<file path="config.mk">
export PLATFORM = sky130hd
export DESIGN_NAME = ram_rd_stream_ctrl
export DESIGN_NICKNAME = d
export VERILOG_FILES = /design/src/rtl/ram_rd_stream_pkg.sv /design/src/rtl/ram_rd_rsp_fifo.sv /design/src/rtl/ram_rd_stream_ctrl.sv
export SDC_FILE = /design/constraint.sdc
export NUM_CORES = 1
export LEC_CHECK = 0
export CORE_UTILIZATION = 30
export DETAILED_ROUTE_END_ITERATION = 16
export GPL_TIMING_DRIVEN = 1
export HOLD_SLACK_MARGIN = 0.12
export PLACE_DENSITY = 0.65
export SYNTH_ARGS = -nofsm -noshare
export SYNTH_HDL_FRONTEND = slang
export SYNTH_SLANG_ARGS = --single-unit
</file>
<file path="constraint.sdc">
create_clock -name clk -period 3.6 [get_ports clk]
set_input_delay 0.54 -clock clk [delete_from_list [all_inputs] [get_ports clk]]
set_output_delay 0.54 -clock clk [all_outputs]
set_load 0.01 [all_outputs]
</file>
<file path="src/rtl/ram_rd_stream_pkg.sv">
// ram_rd_stream_pkg: shared sizing helpers for the RAM read stream controller
package ram_rd_stream_pkg;

    localparam int FIFO_SLACK = 2;

    function automatic int credit_w(input int depth);
        return $clog2(depth + 1);
    endfunction

endpackage

</file>
<file path="src/rtl/ram_rd_rsp_fifo.sv">
// ram_rd_rsp_fifo: synchronous response FIFO whose head is held in a register
module ram_rd_rsp_fifo
    import ram_rd_stream_pkg::*;
#(
    parameter int WIDTH = 8,
    parameter int DEPTH = 2
) (
    input  logic             clk,
    input  logic             s_rst_n,
    input  logic             push,
    input  logic             pop,
    input  logic [WIDTH-1:0] din,
    output logic             empty,
    output logic [WIDTH-1:0] head
);

    localparam int AW = DEPTH > 1 ? $clog2(DEPTH) : 1;
    localparam int CW = credit_w(DEPTH);

    logic [WIDTH-1:0] mem [DEPTH];
    logic [AW-1:0]    wr_ptr, rd_ptr, wr_nxt, rd_nxt;
    logic [CW-1:0]    cnt;
    logic [WIDTH-1:0] head_nxt;
    logic             do_pop;

    assign empty  = cnt == '0;
    assign do_pop = pop & ~empty;
    assign wr_nxt = wr_ptr == AW'(DEPTH - 1) ? '0 : wr_ptr + 1'b1;
    assign rd_nxt = rd_ptr == AW'(DEPTH - 1) ? '0 : rd_ptr + 1'b1;

    // Next head: the following entry on a pop, or the incoming word when it becomes the oldest
    always_comb begin
        head_nxt = (do_pop && cnt > CW'(1)) ? mem[rd_nxt] :
                   (push && cnt == CW'(do_pop)) ? din : head;
    end

    // Ring storage; every push is written so the head can later be refilled from it
    always_ff @(posedge clk) begin
        if (push) mem[wr_ptr] <= din;
    end

    // Pointers, occupancy and the registered head
    always_ff @(posedge clk) begin
        if (!s_rst_n) begin
            wr_ptr <= '0;
            rd_ptr <= '0;
            cnt    <= '0;
            head   <= '0;
        end else begin
            if (push) wr_ptr <= wr_nxt;
            if (do_pop) rd_ptr <= rd_nxt;
            cnt  <= cnt + CW'(push) - CW'(do_pop);
            head <= head_nxt;
        end
    end

endmodule

</file>
<file path="src/rtl/ram_rd_stream_ctrl.sv">
// ram_rd_stream_ctrl: valid/ready read client for one RAM read port with credit-based response buffering
module ram_rd_stream_ctrl
    import ram_rd_stream_pkg::*;
#(
    parameter int WIDTH          = 8,
    parameter int DEPTH          = 512,
    parameter int RAM_LATENCY    = 0,
    parameter int OUT_FIFO_DEPTH = RAM_LATENCY + FIFO_SLACK
) (
    input  logic                     clk,
    input  logic                     s_rst_n,
    input  logic                     req_vld,
    output logic                     req_rdy,
    input  logic [$clog2(DEPTH)-1:0] req_add,
    output logic                     rsp_vld,
    input  logic                     rsp_rdy,
    output logic [WIDTH-1:0]         rsp_data,
    output logic                     ram_rd_en,
    output logic [$clog2(DEPTH)-1:0] ram_rd_add,
    input  logic [WIDTH-1:0]         ram_rd_data,
    output logic                     busy
);

    localparam int CW = credit_w(OUT_FIFO_DEPTH);

    logic [CW-1:0] credit_cnt;
    logic          accept, pop, push, empty;

    if (OUT_FIFO_DEPTH < 1 || RAM_LATENCY < 0) begin : g_bad_cfg
        $fatal(1, "ram_rd_stream_ctrl: OUT_FIFO_DEPTH must be >= 1 and RAM_LATENCY >= 0");
    end

    assign req_rdy    = s_rst_n & (credit_cnt < CW'(OUT_FIFO_DEPTH));
    assign accept     = req_vld & req_rdy;
    assign ram_rd_en  = accept;
    assign ram_rd_add = req_add;
    assign rsp_vld    = ~empty;
    assign pop        = rsp_vld & rsp_rdy;
    assign busy       = credit_cnt != '0;

    // Credits reserve a FIFO slot at accept time so a RAM return can never overflow
    always_ff @(posedge clk) begin
        if (!s_rst_n) credit_cnt <= '0;
        else          credit_cnt <= credit_cnt + CW'(accept) - CW'(pop);
    end

    if (RAM_LATENCY == 0) begin : g_lat0
        assign push = accept;
    end else begin : g_pipe
        logic [RAM_LATENCY-1:0] pipe;
        // Delay accept flags so each push lines up with the RAM returning that read
        always_ff @(posedge clk) begin
            if (!s_rst_n) pipe <= '0;
            else          pipe <= (pipe << 1) | RAM_LATENCY'(accept);
        end
        assign push = pipe[RAM_LATENCY-1];
    end

    ram_rd_rsp_fifo #(
        .WIDTH(WIDTH),
        .DEPTH(OUT_FIFO_DEPTH)
    ) u_fifo (
        .clk    (clk),
        .s_rst_n(s_rst_n),
        .push   (push),
        .pop    (pop),
        .din    (ram_rd_data),
        .empty  (empty),
        .head   (rsp_data)
    );

endmodule

</file>
After elaboration in Yosys (flattened, before gate mapping)
Memory sizes are Yosys's and may differ from the RTL's.
Index checks and enable logic that the tools add are counted.
- input port bits: 21
- memories: 1
- word-level logic and storage cells: 31
- output and inout port bits: 21
- ROM bits: 0
- bits in latches: 0
- register bits after elaboration: 14
- bits in writable memories: 16
- reductions and logical operators: 5
- equal/unequal tests: 1
- shifts and indexed selects: 0
- bitwise gates (word level): 5
- magnitude comparators: 2
- div/mod/pow operators: 0
- mux-type cells: 6
- multipliers: 0
- $add $sub $neg: 6
- memory list (name ; depth ; bits a word ; read ports ; clocked after Yosys merged registers in ; wr ports ; line ; RTL):
    u_fifo.mem ; 2 ; 8 ; 1 ; 0 ; 1 ; ram_rd_rsp_fifo.sv:20 ; logic [WIDTH-1:0] mem [DEPTH];
- operators with widths (operator ; number):
    $mux W8 ; 2
    $add A2 B1 Y2 ; 2
    $and A1 B1 Y1 ; 4
    $mux W1 ; 4
    $reduce_bool A2 Y1 ; 2
    $sub A2 B1 Y2 ; 2
    $add A1 B1 Y1 const B ; 2
    $eq A2 B1 Y1 ; 1
    $gt A2 B1 Y1 const B ; 1
    $logic_and A1 B1 Y1 ; 2
    $logic_not A2 Y1 ; 1
    $lt A2 B2 Y1 const B ; 1
    $not A1 Y1 ; 1

Logic depth before layout (Yosys ltp)
Gate-level depths: netlist of the first run.
- depth after elaboration: 8
- mapped depth: 7
- gate-level depth less buffers: 7

Modules after synthesis
Synthesis of the first run repeated with hierarchy kept, for this count alone.
- cells, all modules: 102
- area total of the unflattened synthesis: 1303.8 um2
- by module, submodules not included (module ; cells each ; times used ; area each (um2) ; sequential area each (um2)):
    ram_rd_rsp_fifo ; 79 ; 1 ; 1094.8 ; 720.7
    ram_rd_stream_ctrl ; 23 ; 1 ; 209.0 ; 40.0

Worst setup path after synthesis of the first run
OpenSTA, ideal clock, no wires.
- kind: input -> register
- start: input port rsp_rdy
- end: register u_fifo.cnt[1]
- data arrival time: 1587 ps
- cell stages on the path: 7
- setup slack: 1898 ps
- library setup time: 115 ps
- buffers on the path: 0
- data required time: 3485 ps
- path through: o21a_1 -> ha_1 -> inv_1 -> ha_1 -> xnor2_1 -> xnor2_1 -> and2_1
- longest elaborated chain between the ends: 3
- ends and longest elaborated chain (element ; line ; RTL):
    from (decl) ; ram_rd_stream_ctrl.sv:16 ; input logic rsp_rdy,
    $and A1 B1 Y1 ; ram_rd_stream_ctrl.sv:38 ; assign pop = rsp_vld & rsp_rdy;
    $and A1 B1 Y1 ; ram_rd_rsp_fifo.sv:27 ; assign do_pop = pop & ~empty;
    $sub A2 B1 Y2 ; ram_rd_rsp_fifo.sv:52 ; cnt <= cnt + CW'(push) - CW'(do_pop);
    to (signal assigned) ; ram_rd_rsp_fifo.sv:52 ;
    to (decl) ; ram_rd_rsp_fifo.sv:22 ; logic [CW-1:0] cnt;
Every way passes these cells.
A chain may end at the register's enable or synchronous reset.

Worst setup path after layout of the first run
- start: input port s_rst_n
- end: output port ram_rd_en
- longest elaborated chain between the ends: 2
- ends and longest elaborated chain (element ; line ; RTL):
    from (decl) ; ram_rd_stream_ctrl.sv:11 ; input logic s_rst_n,
    $and A1 B1 Y1 ; ram_rd_stream_ctrl.sv:33 ; assign req_rdy = s_rst_n & (credit_cnt < CW'(OUT_FIFO_DEPTH));
    $and A1 B1 Y1 ; ram_rd_stream_ctrl.sv:34 ; assign accept = req_vld & req_rdy;
    to (decl) ; ram_rd_stream_ctrl.sv:18 ; output logic ram_rd_en,
Every way passes these cells.

==> summary.md, run 1 <==
| Metric | Value |
|---|---|
| Final Cycle Share | 0.724 |
| First-pass iteration count of the detailed router | 6 |
| ANT cells | 0 |
| Clk root buf | clkbuf_8 |
| Worst Skew | 0.00128 ns |
| H-tree levels | 2 |
| Clk_lat worst skew | 0.28 ns |
| RSZ-0062 raised after global routing | no |
| Final-report max-slew violation count | 0 |
| # rows | 24 |
| ANT nets after route | 0 |
| Post-Synthesis Cell Area | 1420 um^2 |
| Max_slew headroom | 0.452 |
| Transition time at the pin with the least slew margin | 0.819 ns |
| Critical path class | in2out |
| Most frequent cell on the critical path | clkdlybuf4s50_1 |
| Post-DP HPWL | 2020 um |
| Final Hold Viols | 0 |
| Worst IR drop on VDD | 0.000188 V |
| Post_cts resized | 0 |
| Layout cells sized above 1 | 0.140 |
| Slowest-stage cell, CP | clkdlybuf4s50_1 |
| Initial Utilization | 0.320 |
| Total Routed Length | 2790 um |
| EDFF count, synth | 16 |
| Main flop type after synthesis | edfxtp_1 |
| Min cycle time layout | 2.61 ns |
| Mean post-synth cell area | 11.4 um^2 |
| Status | finished clean |
| Initial antenna violation count | 0 |
| Crit path buf inv count | 3 |
| Area grow syn2layout | 19.8% |
| Core Area | 4440 um^2 |
| Fin nets | 167 |
| Crit end category | primary output |
| Max Fclk | 0.384 GHz |
| CP Launch Point | s_rst_n |
| Largest delay share family, worst path | buffers and inverters |
| Post-synthesis cell count | 125 |
| Die Ht | 70.9 um |
| Gp weighted congestion | 0.749 |
| Crit start category | primary input |
| Largest fanout on the critical path | 19 |
| Commonest non-fill, non-tap cell in the layout | clkdlybuf4s50_1 |
| Post-synthesis sequential area ratio | 0.534 |
| CP Data Required Time | 3.06 ns |
| TritonCTS Sinks | 30 |
| GR Overflow Total | 0 |
| Synth warn | 0 |
| Fillers | 450 |
| Vias | 929 |
| Hold Buf Count CTS | 0 |
| GRT Util Overall | 0.121 |
| Final setup violating endpoints | 0 |
| Die X | 70.9 um |
| Syn_nets | 150 |
| Vias in the first global route | 917 |
| Leak pwr | 0.000653 uW |
| Port bufs | 23 |
| Most frequent cells in the layout | clkdlybuf4s50_1, edfxtp_1, o21ai_0 |
| TritonCTS buffer count | 5 |
| Clock Path Buffers | 2 |
| TNS Setup | 0 ns |
| Die area | 5030 um^2 |
| Yosys cell types | 23 |
| Worst-path clk slew | 0.06 ns |
| Seq cells post-synth | 30 |
| First-pass GRT wire length | 4420 um |
| Asr flop ratio synth | 0 |
| Vias per Instance | 4.76 |
| Crit path largest cell delay | 0.58 ns |
| Largest net degree at the start of global routing | 20 |
| Hold Crit Class | reg2reg |
| DR DRC count | 0 |
| Routed length per instance | 14.3 um |
| Power Density | 649 nW/um^2 |
| FF-to-FF Start | u_fifo.cnt[1]$_SDFF_PN0_ |
| Hold path start | u_fifo.head[1]$_SDFFE_PN0P_ |
| CP Cell Sequence | clkdlybuf4s50_1 > nand3b_4 > inv_1 > clkdlybuf4s50_1 |
| Total power | 1110 uW |
| Starting DRT DRC Count | 67 |
| Critical path arrival | 2.07 ns |
| Maxcap violations | 0 |
| CTS tree | built |
| Post-CTS setup buffer count | 0 |
| I/O pins | 42 |
[worst register-to-register path, stage by stage, from the launching register on]
cell and delay (ns):
dfxtp_1 0.37, o21a_1 0.24, ha_1 0.35, inv_1 0.06
ha_1 0.18, xnor2_1 0.18, xnor2_1 0.09, and2_1 0.17
[report_power, final]
group | switching [uW] | leakage (uW) | total (uW) | internal (uW)
logic | 178 | 0.000349 | 385 | 208
clock network | 116 | 0.0000426 | 248 | 132
registers | 49.3 | 0.000262 | 473 | 423
total | 343 | 0.000653 | 1110 | 763
[cell usage after synthesis (2+ instances only)]
library cell / number / area, um^2
a21oi_1: 8 / 40.0
and2_1: 6 / 37.5
buf_4: 11 / 82.6
dfxtp_1: 14 / 280
edfxtp_1: 16 / 480
ha_1: 4 / 50.1
inv_1: 14 / 52.6
mux2_2: 8 / 90.1
nor2_1: 2 / 7.51
nor2b_1: 2 / 12.5
o21a_1: 2 / 15.0
o21ai_0: 15 / 75.1
o31a_1: 8 / 70.1
or2_2: 2 / 12.5
xnor2_1: 5 / 43.8
[per-stage QoR]
stage	hold slack (ns)	instances	utilization	setup slack [ns]	instance area, um^2
2_1_floorplan	0.492	125	-	1.90	1420
3_3_place_gp	0.467	187	0.365	1.06	1620
3_5_place_dp	0.467	187	0.365	1.00	1620
4_1_cts	0.475	195	0.384	0.996	1710
5_1_grt	0.521	195	0.384	0.927	1710
6_report	0.469	195	0.384	0.995	1710
[state kept, by name, indices dropped and copies added (netlist names)]
name / cells
u_fifo.mem: 16
u_fifo.head: 8
credit_cnt: 2
u_fifo.cnt: 2
u_fifo.rd_ptr: 1
u_fifo.wr_ptr: 1
[per-layer routing]
metal | routed length (um) | global-route usage | vias up
met5 | 0 | 0 | -
met4 | 31 | 0.0622 | 0
met3 | 147 | 0.0470 | 4
met2 | 1400 | 0.199 | 23
met1 | 1200 | 0.137 | 444
li1 | - | - | 458
[final timing paths]
check | to | slack (ns) | cells after the start
hold reg to reg | u_fifo.head[1]$_SDFFE_PN0P_ | 0.47 | 2
setup / recovery | ram_rd_en | 0.99 | 4
hold / removal | u_fifo.head[1]$_SDFFE_PN0P_ | 0.47 | 2
setup reg to reg | u_fifo.cnt[1]$_SDFF_PN0_ | 1.85 | 7
[cell type report]
class / count / area, um^2 / share of cell area
clock buffer: 6 / 72.6 / 0.0426
clock inverter: 2 / 8.76 / 0.00514
inverter: 14 / 52.6 / 0.0308
multi-input combinational: 67 / 508 / 0.298
sequential: 30 / 761 / 0.446
tap: 52 / 65.1 / 0.0382
timing repair buffer: 24 / 238 / 0.139
[cell families (layout without fill, tap and decap cells)]
family / after synthesis / count (layout) / share of synthesized area
flops: 30 / 30 / 0.534
simple gates: 15 / 15 / 0.0773
xor+xnor: 6 / 6 / 0.0369
mux: 8 / 8 / 0.0633
buf+inv: 28 / 46 / 0.109
fa+ha+maj: 4 / 4 / 0.0352
compound gates: 34 / 34 / 0.144
No activity file was read; power rests on OpenSTA's default activity.
==> run 2, diff against run 1 <==
==> constraint.sdc (replaced) <==
create_clock -name clk -period 2.65 [get_ports clk]
set_input_delay 0.3975 -clock clk [delete_from_list [all_inputs] [get_ports clk]]
set_output_delay 0.3975 -clock clk [all_outputs]
set_load 0.01 [all_outputs]
==> run 2 against run 1 <==
  * First-iteration DRC count down 19%
  * Global-route usage up 0.072 points
  * Critical path depth unchanged
  * Design area up 2.2%
  * Hold slack better by 0.0045 ns
  * Die area unchanged
  * Critical path type unchanged
==> summary.md, run 2 (same netlist as run 1, synthesis figures left out) <==
| Metric | Value |
|---|---|
| DR DRC count | 0 (unchanged) |
| Reg2reg end | u_fifo.cnt[1]$_SDFF_PN0_ (unchanged) |
| Hold-critical path endpoint | u_fifo.head[2]$_SDFFE_PN0P_ (was u_fifo.head[1]$_SDFFE_PN0P_) |
| Vias | 956 (was 929) |
| Commonest non-fill, non-tap cell in the layout | clkdlybuf4s50_1 (unchanged) |
| ANT cells | 0 (unchanged) |
| Worst IR drop on VDD | 0.000261 V (was 0.000188 V) |
| Hold Crit Class | reg2reg (unchanged) |
| Vias per Instance | 4.78 (was 4.76) |
| Worst-path clk slew | 0.06 ns (about the same) |
| Setup slack, reg-to-reg | 0.96 ns (was 1.85 ns) |
| Leak pwr | 0.000679 uW (was 0.000653 uW) |
| GR Overflow Total | 0 (unchanged) |
| Starting DRT DRC Count | 54 (was 67) |
| Initial Utilization | 0.320 (unchanged) |
| Most frequent cells in the layout | clkdlybuf4s50_1, edfxtp_1, o21ai_0 (unchanged) |
| Worst hold path depth | 2 (unchanged) |
| Post-DP HPWL | 1970 um (was 2020 um) |
| ANT nets after route | 0 (unchanged) |
| Maxcap violations | 0 (unchanged) |
| Final Cycle Share | 0.794 |
| Crit end category | primary output (unchanged) |
| I/O pins | 42 (unchanged) |
| Max_slew headroom | 0.688 (was 0.452) |
| CTS tree | built (unchanged) |
| TNS Setup | 0 ns (unchanged) |
| Die Ht | 70.9 um (unchanged) |
| Total Routed Length | 2680 um (was 2790 um) |
| Status | finished clean (unchanged) |
| Post-route core utilization | 0.392 (was 0.384) |
| Area grow syn2layout | 22.4% (was 19.8%) |
| RSZ-0062 raised after global routing | no (unchanged) |
| GRT Util Overall | 0.122 (was 0.121) |
| Final-report max-slew violation count | 0 (unchanged) |
| CP Data Required Time | 2.25 ns (was 3.06 ns) |
| Initial antenna violation count | 0 (unchanged) |
| Register bank with the most flops | u_fifo.mem (unchanged) |
| Fin nets | 172 (was 167) |
| Transition time at the pin with the least slew margin | 0.467 ns (was 0.819 ns) |
| Clock Path Buffers | 2 (unchanged) |
| Hold Buf Count CTS | 0 (unchanged) |
| TritonCTS buffer count | 5 (unchanged) |
| Max Fclk | 0.475 GHz |
| Clk root buf | clkbuf_8 (unchanged) |
| Max reg flops | 16 (unchanged) |
| Largest net degree at the start of global routing | 19 (was 20) |
| FF-to-FF Start | u_fifo.cnt[1]$_SDFF_PN0_ (unchanged) |
| First-pass iteration count of the detailed router | 5 (was 6) |
| Critical path arrival | 1.71 ns (was 2.07 ns) |
| Biggest regs | u_fifo.mem: 16 flops, u_fifo.head: 8 flops (unchanged) |
| Min cycle time layout | 2.10 ns |
| H-tree levels | 2 (unchanged) |
| Largest fanout on the critical path | 5 (was 19) |
| Die X | 70.9 um (unchanged) |
| Core Area | 4440 um^2 (unchanged) |
| Gp weighted congestion | 0.691 (was 0.749) |
| First-pass GRT wire length | 4510 um (was 4420 um) |
| Vias in the first global route | 992 (was 917) |
| Post-CTS setup buffer count | 0 (unchanged) |
| Clk_lat worst skew | 0.28 ns (about the same) |
| Power Density | 865 nW/um^2 (was 649 nW/um^2) |
| Critical path class | in2out (unchanged) |
| Post_cts resized | 0 (unchanged) |
| Worst R2R Path Depth | 7 (unchanged) |
| TritonCTS Sinks | 30 (unchanged) |
| Hold path start | u_fifo.head[2]$_SDFFE_PN0P_ (was u_fifo.head[1]$_SDFFE_PN0P_) |
| # rows | 24 (unchanged) |
| Routed length per instance | 13.4 um (was 14.3 um) |
| Layout cells sized above 1 | 0.169 (was 0.140) |
| Port bufs | 23 (unchanged) |
| Final setup violating endpoints | 0 (unchanged) |
| Worst Skew | 0.00475 ns (was 0.00128 ns) |
| Total power | 1510 uW (was 1110 uW) |
| Crit start category | primary input (unchanged) |
| Final Hold Viols | 0 (unchanged) |
| Die area | 5030 um^2 (unchanged) |
run 2: changes by cell type in the layout (fill, tap and decap cells not counted):
| cell | delta |
|---|---|
| buf_4 | +5 |
run 2: metrics by stage:
step | area (um^2) | setup slack (ns) | instances | hold slack, ns
after detailed placement | 1660 | 0.542 | 192 | 0.470
after global routing | 1740 | 0.476 | 200 | 0.523
final | 1740 | 0.545 | 200 | 0.473
after floorplan | 1420 | 1.04 | 125 | 0.492
after global placement | 1660 | 0.542 | 192 | 0.459
after CTS | 1740 | 0.538 | 200 | 0.478
run 2: critical path, stage by stage:
cell and delay, ns:
clkdlybuf4s50_1 0.57, nand3b_4 0.09, inv_1 0.10, clkdlybuf4s50_1 0.54
run 2: per-layer routing:
metal	routed length, um	track usage
met5	0	0
met4	50	0.0556
met3	137	0.0456
met2	1330	0.216
met1	1160	0.129
run 2: final cells by class:
cell class | count | area [um^2]
clock inverter | 2 | 8.76
fill | 438 | 2700
tap | 52 | 65.1
inverter | 14 | 52.6
timing repair buffer | 29 | 275
sequential | 30 | 761
clock buffer | 6 | 72.6
multi-input combinational | 67 | 508
run 2: power breakdown:
| group | internal (uW) | switching [uW] | total [uW] |
|---|---|---|---|
| registers | 574 | 62.2 | 637 |
| logic | 292 | 241 | 533 |
| clock network | 180 | 158 | 338 |
| total | 1050 | 461 | 1510 |
run 2: how the worst max path moves through the flow:
| stage | start | end | slack (ns) | cells after the start |
|---|---|---|---|---|
| 6_report | s_rst_n | ram_rd_en | 0.55 | 4 |
| 5_1_grt | s_rst_n | ram_rd_en | 0.48 | 4 |
| 4_1_cts | s_rst_n | ram_rd_en | 0.54 | 4 |
| 3_5_place_dp | rsp_rdy | u_fifo.cnt[1]$_SDFF_PN0_ | 0.54 | 8 |
| 3_3_place_gp | s_rst_n | ram_rd_en | 0.54 | 4 |
| 2_1_floorplan | u_fifo.cnt[1]$_SDFF_PN0_ | u_fifo.cnt[1]$_SDFF_PN0_ | 1.04 | 7 |
